**config.mk**
```make
export PLATFORM = sky130hd
export DESIGN_NAME = uart_tx_fifo
export DESIGN_NICKNAME = d
export VERILOG_FILES = /design/src/rtl/uart_tx_fifo.sv
export SDC_FILE = /design/constraint.sdc
export NUM_CORES = 1
export LEC_CHECK = 0
export ABC_AREA = 1
export CAP_MARGIN = 20
export CORE_MARGIN = 8
export CORE_UTILIZATION = 40
export CTS_BUF_LIST = sky130_fd_sc_hd__clkbuf_8 sky130_fd_sc_hd__clkbuf_16
export DETAILED_ROUTE_END_ITERATION = 10
export HOLD_SLACK_MARGIN = 0.06
export PLACE_DENSITY = 0.54
export SYNTH_ARGS = -nofsm -noshare
export SYNTH_HDL_FRONTEND = slang
export SYNTH_SLANG_ARGS = --single-unit
```
**constraint.sdc**
```tcl
create_clock -name i_clock -period 5.4 [get_ports i_clock]
set_clock_uncertainty 0.15 [all_clocks]
set_input_delay 0.54 -clock i_clock [delete_from_list [all_inputs] [get_ports i_clock]]
set_output_delay 0.54 -clock i_clock [all_outputs]
set_load 0.1 [all_outputs]
```
**src/rtl/uart_tx_fifo.sv**
```systemverilog
// Byte FIFO feeding a uart_tx: queues written bytes and launches them one at a
// time, pacing on the transmitter's busy flag. Optional UART_TX_FIFO_OVERFLOW_EN
// builds a sticky flag for writes dropped while full.
module uart_tx_fifo #(
  parameter int DEPTH_LOG2  = 4,
  parameter int ACK_TIMEOUT = 4
) (
  input  logic                  i_clock,
  input  logic                  i_reset,
  input  logic [7:0]            i_data,
  input  logic                  i_write,
  output logic                  o_full,
  output logic                  o_empty,
  output logic [DEPTH_LOG2:0]   o_count,
  output logic [7:0]            o_tx_data,
  output logic                  o_tx_act,
  input  logic                  i_tx_busy,
  output logic                  o_overflow,
  output logic [1:0]            o_state
);

  // Handshakes: a write is taken on any edge where i_write=1 and o_full=0
  // (otherwise dropped); o_tx_act is a one-cycle launch that the transmitter
  // acknowledges by raising i_tx_busy, and the next launch waits for it to fall.
  localparam int DEPTH = 1 << DEPTH_LOG2;
  localparam int TW    = $clog2(ACK_TIMEOUT + 1);

  localparam logic [1:0] IDLE    = 2'd0;
  localparam logic [1:0] LAUNCH  = 2'd1;
  localparam logic [1:0] WAIT_HI = 2'd2;
  localparam logic [1:0] WAIT_LO = 2'd3;

  localparam logic [DEPTH_LOG2:0] FULL_COUNT   = {1'b1, {DEPTH_LOG2{1'b0}}};
  localparam logic [TW-1:0]       TIMEOUT_LAST = TW'(ACK_TIMEOUT - 1);

  logic [7:0]            mem [DEPTH];
  logic [DEPTH_LOG2-1:0] wr_ptr;
  logic [DEPTH_LOG2-1:0] rd_ptr;
  logic [DEPTH_LOG2:0]   count;
  logic [DEPTH_LOG2:0]   count_n;
  logic                  full;
  logic                  empty;
  logic [1:0]            state;
  logic [1:0]            state_n;
  logic [TW-1:0]         timer;
  logic [7:0]            tx_data;
  logic                  push;
  logic                  pop;

  assign push = i_write && !full;
  assign pop  = (state == LAUNCH);

  always_comb begin
    count_n = count;
    case ({push, pop})
      2'b10:   count_n = count + 1'b1;
      2'b01:   count_n = count - 1'b1;
      default: count_n = count;
    endcase
  end

  always_ff @(posedge i_clock) begin
    if (push) mem[wr_ptr] <= i_data;
  end

  // Flags are registered from the next count so all three always agree.
  always_ff @(posedge i_clock) begin
    if (i_reset) begin
      wr_ptr <= '0;
      rd_ptr <= '0;
      count  <= '0;
      full   <= 1'b0;
      empty  <= 1'b1;
    end else begin
      if (push) wr_ptr <= wr_ptr + 1'b1;
      if (pop)  rd_ptr <= rd_ptr + 1'b1;
      count <= count_n;
      full  <= (count_n == FULL_COUNT);
      empty <= (count_n == '0);
    end
  end

  always_comb begin
    state_n = state;
    case (state)
      IDLE:    if (!empty && !i_tx_busy) state_n = LAUNCH;
      LAUNCH:  state_n = WAIT_HI;
      WAIT_HI: begin
        if (i_tx_busy)                   state_n = WAIT_LO;
        else if (timer == TIMEOUT_LAST)  state_n = IDLE;
      end
      WAIT_LO: if (!i_tx_busy) state_n = IDLE;
      default: state_n = IDLE;
    endcase
  end

  // The head byte is captured on entry to LAUNCH and held until the next one.
  always_ff @(posedge i_clock) begin
    if (i_reset) begin
      state   <= IDLE;
      timer   <= '0;
      tx_data <= 8'h00;
    end else begin
      state <= state_n;
      if (state == WAIT_HI) timer <= timer + 1'b1;
      else                  timer <= '0;
      if (state == IDLE && state_n == LAUNCH) tx_data <= mem[rd_ptr];
    end
  end

`ifdef UART_TX_FIFO_OVERFLOW_EN
  logic overflow;
  always_ff @(posedge i_clock) begin
    if (i_reset)                overflow <= 1'b0;
    else if (i_write && full)   overflow <= 1'b1;
  end
  assign o_overflow = overflow;
`else
  assign o_overflow = 1'b0;
`endif

  assign o_full    = full;
  assign o_empty   = empty;
  assign o_count   = count;
  assign o_tx_data = tx_data;
  assign o_tx_act  = (state == LAUNCH);
  assign o_state   = state;

endmodule

```
==> flow_metrics.env <==
export IMPL_status="finished, final reports clean"
export IMPL_grt_ovfl_total=0
export IMPL_cts_setup_buffers=0
export IMPL_die_w_um=142.5
export IMPL_synthMuxAreaShare=0
export IMPL_dp_cells=784
export IMPL_worst_path_buf_inv=2
export IMPL_nets=608
export IMPL_synth_cell_type_count=30
export IMPL_critPathRequiredTime_ns=4.71
export IMPL_synth_top_area_share=0.6001
export IMPL_post_synth_xor_area_fraction=0.001367
export IMPL_drv_slew=0
export IMPL_rsz0062_at_grt="false"
export IMPL_layout_min_cycle_time_ns=2.929
export IMPL_clk_latency_ns=0.43
export IMPL_grt_antenna_before_repair=0
export IMPL_syn_to_final_growth_pct=16.27
export IMPL_dieArea_mm2=0.02032
export IMPL_yosysSeqAreaShare=0.6876
export IMPL_synth_nets=586
export IMPL_setup_tns_ns=0
export IMPL_ant_nets=0
export IMPL_synthCells=565
export IMPL_maxCapViolations=0
export IMPL_final_util=0.4722
export IMPL_hp_class="reg -> reg"
export IMPL_wl_um=14390
export IMPL_placed_cell_area_mm2=0.006835
export IMPL_start_util=0.4061
export IMPL_cts_buffers=17
export IMPL_antennaDiodeCount=0
export IMPL_die_y_um=142.5
export IMPL_cts_clk_slew_worst_paths_ns=0.06
export IMPL_htreeDepth=4
export IMPL_synth_area_top_cells="edfxtp_1 (60%), dfxtp_1 (8.8%), nor2_1 (6.7%), o21ai_0 (4.9%), o21ai_1 (2.6%)"
export IMPL_slew_headroom=0.2694
export IMPL_max_freq_mhz=341.4
export IMPL_fin_hold_ws_ns=0.2660
export IMPL_vias=4159
export IMPL_wire_per_inst_um=17.63
export IMPL_cts_hold_buf=0
export IMPL_final_common_cell="edfxtp_1"
export IMPL_grtUsageTotal=0.1499
export IMPL_synth_top_family_by_area="compound AO/OA/AOI/OAI gates"
export IMPL_grt_max_degree=68
export IMPL_numClockSinks=156
export IMPL_gp_congestion=0.8087
export IMPL_slowest_delay_ns=1.17
export IMPL_clockBufferDepth=2
export IMPL_slowest_stage="clkdlybuf4s50_1"
export IMPL_cellLeakagePower_nw=2.568
export IMPL_worst_setup_path_type="reg -> out"
export IMPL_cp_arrival_ns=2.24
export IMPL_final_cell_mix="edfxtp_1 (128), nor2_1 (114), o21ai_0 (63)"
export IMPL_fin_crit_sh=0.5425
export IMPL_grt_pass1_wl_um=22670
export IMPL_yosys_warnings=0
export IMPL_ff2ff_setup_slack_ns=2.61
export IMPL_synth_area_mm2=0.006405
export IMPL_drtIter0Drc=396
export IMPL_route_detailed_drc=0
export IMPL_rows=46
export IMPL_yosys_area_share_simple=0.1129
export IMPL_drive_gt1_frac=0.07000
export IMPL_cp_top_family="buffers and inverters"
export IMPL_drtPass1Iterations=5
export IMPL_ctsResizeCount=0
export IMPL_finalHoldViolCount=0
export IMPL_synth_area_per_cell_um2=11.34
export IMPL_ir_worst_vdd_mv=0.2315
export IMPL_layout_cells_non_filler=816
export IMPL_place_hpwl_um=9358
export IMPL_synth_compound_area_frac=0.1289
export IMPL_path_cells="inv_2, nor2_8, clkdlybuf4s50_1"
export IMPL_setup_violations_final=0
export IMPL_start_kind="flop"
export IMPL_synth_top_area_cell="edfxtp_1"
export IMPL_grt_pass1_vias=4155
export IMPL_core_area_mm2=0.01577
export IMPL_io_buffers=29
export IMPL_pin_count=31
export IMPL_power_density_mw_per_mm2=404.3
export IMPL_vias_per_cell=5.097
export IMPL_root_buffer="clkbuf_16"
export IMPL_design_area_mm2=0.007447
export IMPL_synth_seq_cells=156
export IMPL_synthAdderAreaFrac=0.01758
export IMPL_tightest_slew_ns=1.096
export IMPL_cts_tree="built"
export IMPL_crit_path_max_fanout=9
export IMPL_endpoint_kind="primary output"
layout make-up:
type	count	area, um^2
timing repair buffer	32	312.8
fill	1426	8323
multi-input combinational	334	1674
sequential	156	4405
inverter	46	172.7
clock buffer	20	489.2
tap	216	270.3
clock inverter	12	122.6
worst reg2reg max path, delay by kind of cell, from the launching register on:
family          cells  cell delay (ns)
flops               1             0.31
buf+inv             3             1.15
compound gates      4             0.97
simple gates        1             0.11
layer usage:
metal / vias up / share of wire / GRT usage
met5: - / 0 / 0
met4: 0 / 0.014 / 0.05537
met3: 16 / 0.054 / 0.03656
met2: 90 / 0.46 / 0.2380
met1: 2018 / 0.47 / 0.1948
li1: 2035 / - / -
cells by family after synthesis:
logic type,count (synthesis)
buf+inv,75
simple gates,175
flops,156
xor+xnor,1
other cells,1
compound gates,148
fa+ha+maj,9
worst paths after layout:
path	startpoint	to	cells after the start
worst max register to register	rd_ptr[0]	o_tx_data[5]	8
worst max-delay path	o_state[0]	o_tx_act	3
worst min register to register	timer[0]	timer[0]	1
worst min-delay path	timer[0]	timer[0]	1
state kept, by name (all words and copies together), names as in the netlist:
signal and cells:
o_tx_data 8, o_count 5, timer 3, rd_ptr 4
mem 128, o_empty 1, o_state 2, o_full 1
wr_ptr 4
per-stage QoR:
step | total power [mW] | setup slack (ns)
after floorplan | 1.701 | 2.467
after global placement | 1.817 | 2.680
after detailed placement | 1.823 | 2.674
after CTS | 3.032 | 2.443
after global routing | 3.126 | 2.392
final | 3.011 | 2.471
cells in the mapped netlist:
cell type,count
edfxtp_1,128
nor2_1,114
o21ai_0,63
inv_1,42
nand2_1,34
o21ai_1,33
dfxtp_1,28
clkbuf_1,18
nand3_1,17
a21oi_1,16
o211ai_1,13
o22ai_1,13
ha_1,9
o221ai_1,9
buf_6,4
buf_2,3
buf_4,3
nor3_1,3
clkinv_1,2
inv_2,2
nand2_2,2
buf_1,1
conb_1,1
nand2_4,1
nand3_2,1
nand4_1,1
nor2_8,1
nor3b_1,1
o21bai_1,1
xor2_1,1
power breakdown:
group / switching (mW) / leakage, nW / internal, mW
clock network: 0.502 / 0.309 / 0.715
registers: 0.0191 / 1.39 / 1.33
logic: 0.332 / 0.874 / 0.108
Power figures use the tool's default switching activity.
